$ cat src/rtl/tlul_pkg.sv
// tlul_pkg
// Shared TL-UL channel types and opcode constants used by device-side
// responders on the device mux.
//   tl_h2d_t : host-to-device A channel plus d_ready
//   tl_d2h_t : device-to-host D channel plus a_ready
//   rsp_state_e : occupancy of a single-entry response register
package tlul_pkg;

   // A-channel opcodes
   localparam logic [2:0] PutFullData    = 3'h0;
   localparam logic [2:0] PutPartialData = 3'h1;
   localparam logic [2:0] Get            = 3'h4;

   // D-channel opcodes
   localparam logic [2:0] AccessAck      = 3'h0;
   localparam logic [2:0] AccessAckData  = 3'h1;

   // Largest legal a_size (log2 bytes) on a 32-bit bus
   localparam logic [1:0] MaxSize        = 2'd2;

   typedef struct packed {
      logic        a_valid;
      logic [2:0]  a_opcode;
      logic [2:0]  a_param;
      logic [1:0]  a_size;
      logic [7:0]  a_source;
      logic [31:0] a_address;
      logic [3:0]  a_mask;
      logic [31:0] a_data;
      logic        d_ready;
   } tl_h2d_t;

   typedef struct packed {
      logic        d_valid;
      logic [2:0]  d_opcode;
      logic [2:0]  d_param;
      logic [1:0]  d_size;
      logic [7:0]  d_source;
      logic        d_sink;
      logic [31:0] d_data;
      logic [15:0] d_user;
      logic        d_error;
      logic        a_ready;
   } tl_d2h_t;

   typedef enum logic {
      RSP_EMPTY = 1'b0,
      RSP_FULL  = 1'b1
   } rsp_state_e;

endpackage

$ cat src/rtl/tlul_regfile.sv
// tlul_regfile
// TL-UL device-side register bank. Decodes Get/PutFullData/PutPartialData,
// applies byte-masked writes to RW registers, serves reads from the register
// array or from hardware status inputs (RO registers), and returns one
// registered AccessAck/AccessAckData response with pass-through backpressure.
//   clk_i      : clock
//   rst_ni     : asynchronous active-low reset
//   tl_i       : A channel + d_ready from host/mux
//   tl_o       : D channel + a_ready to host/mux
//   reg_o      : current register contents (RO entries drive 0)
//   hw_i       : hardware status values read through RO registers
//   wr_pulse_o : one-cycle strobe per RW register after an accepted write
module tlul_regfile
   import tlul_pkg::*;
#(
   parameter int unsigned                NUM_REGS  = 8,
   parameter logic [NUM_REGS-1:0][31:0]  RESET_VAL = '0,
   parameter logic [NUM_REGS-1:0]        RO_MASK   = '0
) (
   input  logic                          clk_i,
   input  logic                          rst_ni,
   input  tl_h2d_t                       tl_i,
   output tl_d2h_t                       tl_o,
   output logic [NUM_REGS-1:0][31:0]     reg_o,
   input  logic [NUM_REGS-1:0][31:0]     hw_i,
   output logic [NUM_REGS-1:0]           wr_pulse_o
);

   // ------------------------------------------------------------------
   // Response register state
   // ------------------------------------------------------------------
   rsp_state_e  rsp_state_q;
   logic [2:0]  d_opcode_q;
   logic [1:0]  d_size_q;
   logic [7:0]  d_source_q;
   logic [31:0] d_data_q;
   logic        d_error_q;

   logic        d_valid;
   logic        a_ready;
   logic        a_hs;

   assign d_valid = (rsp_state_q == RSP_FULL);
   // The slot frees up in the same cycle the host takes the current
   // response, so a_ready depends only on d_ready and never on a_valid.
   assign a_ready = ~d_valid | tl_i.d_ready;
   assign a_hs    = tl_i.a_valid & a_ready;

   // ------------------------------------------------------------------
   // Decode
   // ------------------------------------------------------------------
   logic [7:0]  idx;
   logic        is_get;
   logic        is_put;
   logic        idx_ok;
   logic        req_err;
   logic        wr_en;

   assign idx     = tl_i.a_address[9:2];
   assign is_get  = (tl_i.a_opcode == Get);
   assign is_put  = (tl_i.a_opcode == PutFullData) |
                    (tl_i.a_opcode == PutPartialData);
   // One extra bit so NUM_REGS = 256 compares correctly.
   assign idx_ok  = ({1'b0, idx} < 9'(NUM_REGS));

   assign req_err = ~(is_get | is_put)
                  | (tl_i.a_size > MaxSize)
                  | (tl_i.a_address[1:0] != 2'b00)
                  | ~idx_ok
                  | ((tl_i.a_opcode == PutFullData) & (tl_i.a_mask != 4'hF));

   assign wr_en   = a_hs & is_put & ~req_err;

   // ------------------------------------------------------------------
   // Register array: one generate slice per register
   // ------------------------------------------------------------------
   logic [NUM_REGS-1:0][31:0] rd_val;

   for (genvar gi = 0; gi < NUM_REGS; gi++) begin : g_reg
      if (RO_MASK[gi]) begin : g_ro
         assign rd_val[gi]     = hw_i[gi];
         assign reg_o[gi]      = '0;
         assign wr_pulse_o[gi] = 1'b0;
      end else begin : g_rw
         logic [31:0] val_q;
         logic        pulse_q;
         logic        sel;

         assign sel = wr_en & (idx == 8'(gi));

         always_ff @(posedge clk_i or negedge rst_ni) begin
            if (!rst_ni) begin
               val_q   <= RESET_VAL[gi];
               pulse_q <= 1'b0;
            end else begin
               pulse_q <= sel;
               for (int b = 0; b < 4; b++) begin
                  if (sel && tl_i.a_mask[b]) begin
                     val_q[8*b +: 8] <= tl_i.a_data[8*b +: 8];
                  end
               end
            end
         end

         assign rd_val[gi]     = val_q;
         assign reg_o[gi]      = val_q;
         assign wr_pulse_o[gi] = pulse_q;
      end
   end

   // Read mux; out-of-range indices fall through to zero (they are errors).
   logic [31:0] rdata;
   always_comb begin
      rdata = '0;
      for (int unsigned k = 0; k < NUM_REGS; k++) begin
         if (idx == 8'(k)) begin
            rdata = rd_val[k];
         end
      end
   end

   // ------------------------------------------------------------------
   // Response register
   // ------------------------------------------------------------------
   always_ff @(posedge clk_i or negedge rst_ni) begin
      if (!rst_ni) begin
         rsp_state_q <= RSP_EMPTY;
         d_opcode_q  <= '0;
         d_size_q    <= '0;
         d_source_q  <= '0;
         d_data_q    <= '0;
         d_error_q   <= 1'b0;
      end else begin
         case (rsp_state_q)
            RSP_EMPTY: begin
               if (a_hs) begin
                  rsp_state_q <= RSP_FULL;
               end
            end
            RSP_FULL: begin
               if (tl_i.d_ready && !a_hs) begin
                  rsp_state_q <= RSP_EMPTY;
               end
            end
            default: rsp_state_q <= RSP_EMPTY;
         endcase

         // Fields only move on a new request; while the host stalls,
         // a_ready is low so they stay put.
         if (a_hs) begin
            d_opcode_q <= is_get ? AccessAckData : AccessAck;
            d_size_q   <= tl_i.a_size;
            d_source_q <= tl_i.a_source;
            d_error_q  <= req_err;
            d_data_q   <= (is_get && !req_err) ? rdata : '0;
         end
      end
   end

   always_comb begin
      tl_o          = '0;
      tl_o.d_valid  = d_valid;
      tl_o.d_opcode = d_opcode_q;
      tl_o.d_param  = '0;
      tl_o.d_size   = d_size_q;
      tl_o.d_source = d_source_q;
      tl_o.d_sink   = 1'b0;
      tl_o.d_data   = d_data_q;
      tl_o.d_user   = '0;
      tl_o.d_error  = d_error_q;
      tl_o.a_ready  = a_ready;
   end

   // Fields that carry no meaning for this device (device select bits are
   // resolved upstream by the mux; hw_i is only consumed for RO slots).
   logic unused_inputs;
   assign unused_inputs = ^{tl_i.a_param, tl_i.a_address[31:10], hw_i};

endmodule

$ cat config.mk
export PLATFORM = sky130hd
export DESIGN_NAME = tlul_regfile
export DESIGN_NICKNAME = d
export VERILOG_FILES = /design/src/rtl/tlul_pkg.sv /design/src/rtl/tlul_regfile.sv
export SDC_FILE = /design/constraint.sdc
export NUM_CORES = 1
export LEC_CHECK = 0
export ABC_CLOCK_PERIOD_IN_PS = 4150
export BUFFER_PORTS_ARGS = -buffer_cell sky130_fd_sc_hd__buf_2
export CORE_AREA = 2 2 265 267
export DETAILED_ROUTE_END_ITERATION = 12
export DIE_AREA = 0 0 267 269
export PLACE_DENSITY = 0.4
export SLEW_MARGIN = 20
export SYNTH_ARGS = -nofsm -noshare
export SYNTH_HDL_FRONTEND = slang
export SYNTH_SLANG_ARGS = --single-unit
$ cat constraint.sdc
create_clock -name clk_i -period 4.15 [get_ports clk_i]
set_input_delay 0.415 -clock clk_i [delete_from_list [all_inputs] [get_ports clk_i]]
set_output_delay 0.415 -clock clk_i [all_outputs]
set_load 0.02 [all_outputs]
==> results.md <==
- DIE AREA: 71800 sq um
- Pin count of the biggest net entering global routing: 106
- I/O Buffers: 372
- DRT Pass-1 Iters: 5
- Worst EP required: 4.58 ns
- Mapped Avg Cell Area: 12.4 sq um
- Drt total wl: 62400 microns
- R2R cell count: 6
- Area share of and/or/nand/nor cells after synthesis: 7.47%
- Ys async rst share: 100%
- Leak pwr: 9.68 nW
- Max cap viols: 0
- Met2 Use GR: 25.4%
- Reg2reg start: d_valid
- DRC: 0
- Max clock buf depth: 3
- Compound-Gate Fraction of Synth Area: 9.61%
- # clock sinks: 309
- Met1 GRT Util: 22.8%
- Worst hold endpoint: d_source_q[0]
- Final Hold Vio Count: 0
- Total grt overflow: 0
- Die Span Y: 269 microns
- Slew @ Worst Pin: 0.904 ns
- Post-Synth Adder-Cell Area: 0%
- Critical Path End Type: flip-flop
- Mux share of post-synthesis cell area: 24.9%
- Post-synthesis instance area: 14100 sq um
- Clock Pin Slew Worst Setup and Hold Paths: 0.06 ns
- Final Slew Violations: 0
- Die X: 267 microns
- Crit path DAT: 3.24 ns
- Nets: 1885
- HPWL after DPL: 43400 microns
- Number of synthesized flops with an enable pin: 0
- Wirelength per Cell: 24.8 microns
- H-tree Lvls: 2
- Met3 Track Usage GR: 7.15%
- Count of final setup violators: 0
- Root Driver: clkbuf_16
- Main combinational cell family by area after synthesis: multiplexers
- Via count: 11100
- TritonCTS buffer count: 41
- Seq/Total Area, Yosys: 54.8%
- Status: finished, final reports clean
- Io pins: 676
- Core area: 69300 sq um
- Synth cell count leaders: 309 x dfrtp_1, 265 x mux2_2, 84 x nand2_1, 76 x o21ai_0, 63 x nor2_1
- Seq cells post-synth: 309
- Rel. slew slack: 39.7%
- Initial cell density of the core: 20.3%
- Post-layout minimum cycle time: 2.81 ns
- Number of core rows: 97
- Vias in the first global route: 11400
- Fraction of layout cells with a size suffix above 1: 51.3%
- Power per cell area: 375 nW/um^2
- Maximum clock frequency: 0.356 GHz
- Reg2reg end: g_reg[2].g_rw.val_q[7]
- Slowest cell on crit path: or4b_1
- Xor and xnor area share after synthesis: 0%
- Via density: 4.40
- Setup Total Neg Slack: 0 ns
- Final worst-path cycle share: 67.7%
- Top delay family on crit path: simple AND/OR/NAND/NOR gates
- HP Start: tl_i[69]
- Main synth FF type: dfrtp_1
- Largest stage delay, worst path: 0.64 ns
- Hold Crit Depth: 2
- RSZ-0062 raised after global routing: false
- CTS tree: yes
- Worst Skew: 0.0222 ns
- Total Routing Usage GR: 17.0%
- First-pass GRT wire length: 87100 microns
- Setup slack, reg-to-reg: 1.50 ns
- Initial DRC count: 510
- Antenna-violating nets left: 0
- CP Buf/Inv Count: 2
- Power, Total: 0.00697 W
- Yosys top cell area share: 54.8%
- Worst skew pair latency: 0.56 ns
- Most common cell in the netlist: dfrtp_1
- Worst-path maximum fanout: 9
- RD Place Congestion: 0.782
- Yosys warns: 0
- Top Usage Layer GRT: met2
- Worst path cell trace: buf_2, or3_2, or4b_1, buf_4, nor4_4, nand2_2, mux2_2
- Crit path kind: input port to flip-flop
- Start point of the critical path: tl_i[46]
- Worst setup SP type: input port
- Area growth, synth to finish: 31.9%
- Synth area leader: dfrtp_1
- Antenna violations before repair: 11
- Yosys cell types: 48
- Hold Path Class: input port to flip-flop
- Peak VDD IR: 0.275 mV
- Synth area leaders: dfrtp_1 55%, mux2_2 21%, mux2i_1 3.4%
- Synth Instances: 1134
## power breakdown
group | total, W | internal (W) | switching (W)
logic | 0.000439 | 0.000109 | 0.000330
clock network | 0.00349 | 0.00208 | 0.00141
registers | 0.00304 | 0.00303 | 0.00000881
## per-layer routing
metal,vias to the layer above,share of wire (%)
li1,4901,-
met5,-,0.13
met3,75,10
met4,14,1.8
met1,5671,45
met2,416,43
## metrics by stage
stage | hold slack [ns] | cell area (sq um) | util [%] | worst slack, ns | std cells
after global placement | 0.481 | 17200 | 24.9 | 0.742 | 2437
after detailed placement | 0.488 | 17200 | 24.9 | 0.715 | 2437
after global routing | 0.0599 | 18600 | 26.8 | 1.25 | 2512
after CTS | 0.0498 | 18600 | 26.8 | 1.32 | 2512
after floorplan | 0.119 | 14200 | - | 1.58 | 1155
final | 0.0940 | 18600 | 26.8 | 1.34 | 2515
## final cells by class
type	count	area, sq um
fill	7392	50700
sequential	309	7730
multi-input combinational	763	6040
timing repair buffer	423	2300
clock buffer	66	1260
tap	940	1180
clock inverter	8	65.1
inverter	3	11.3
antenna	3	7.51
## state kept, by name, summed over array words and instances (netlist names)
name,count
d_data_q,32
d_error_q,1
d_opcode_q,1
d_size_q,2
d_source_q,8
d_valid,1
g.g_rw.pulse_q,8
g.g_rw.val_q,256
## worst max-delay path by stage
stage / cells after the start / endpoint / slack, ns
after floorplan: 6 / g_reg[0].g_rw.val_q[15] / 1.58
after global placement: 7 / g_reg[0].g_rw.val_q[31] / 0.74
after detailed placement: 7 / g_reg[0].g_rw.val_q[31] / 0.71
after CTS: 7 / g_reg[0].g_rw.val_q[31] / 1.32
after global routing: 7 / g_reg[0].g_rw.val_q[31] / 1.25
final: 7 / g_reg[0].g_rw.val_q[0] / 1.34
## cell usage in the layout, fill, tap and decap left out, drive strengths merged, types with 19 or more instances in the layout
cell,netlist,routed
a21o,19,19
a21oi,29,29
buf,43,422
clkbuf,37,66
conb,1,22
dfrtp,309,309
mux2,269,269
mux2i,48,48
nand2,92,92
nor2,75,75
o21ai,76,76
## logic make-up after synthesis
kind of cell / Yosys count
AO/OA/AOI/OAI: 207
buffers and inverters: 83
flip-flops: 309
multiplexers: 317
other: 1
AND/OR/NAND/NOR: 217
## what timing repair did
action	4_1_cts	5_1_grt
setup endpoints to repair	0	0
gates resized for setup	0	0
buffers inserted	0	0
hold buffers	1	0
endpoints found under the hold margin	80	0
No activity file was read; power rests on OpenSTA's default activity.
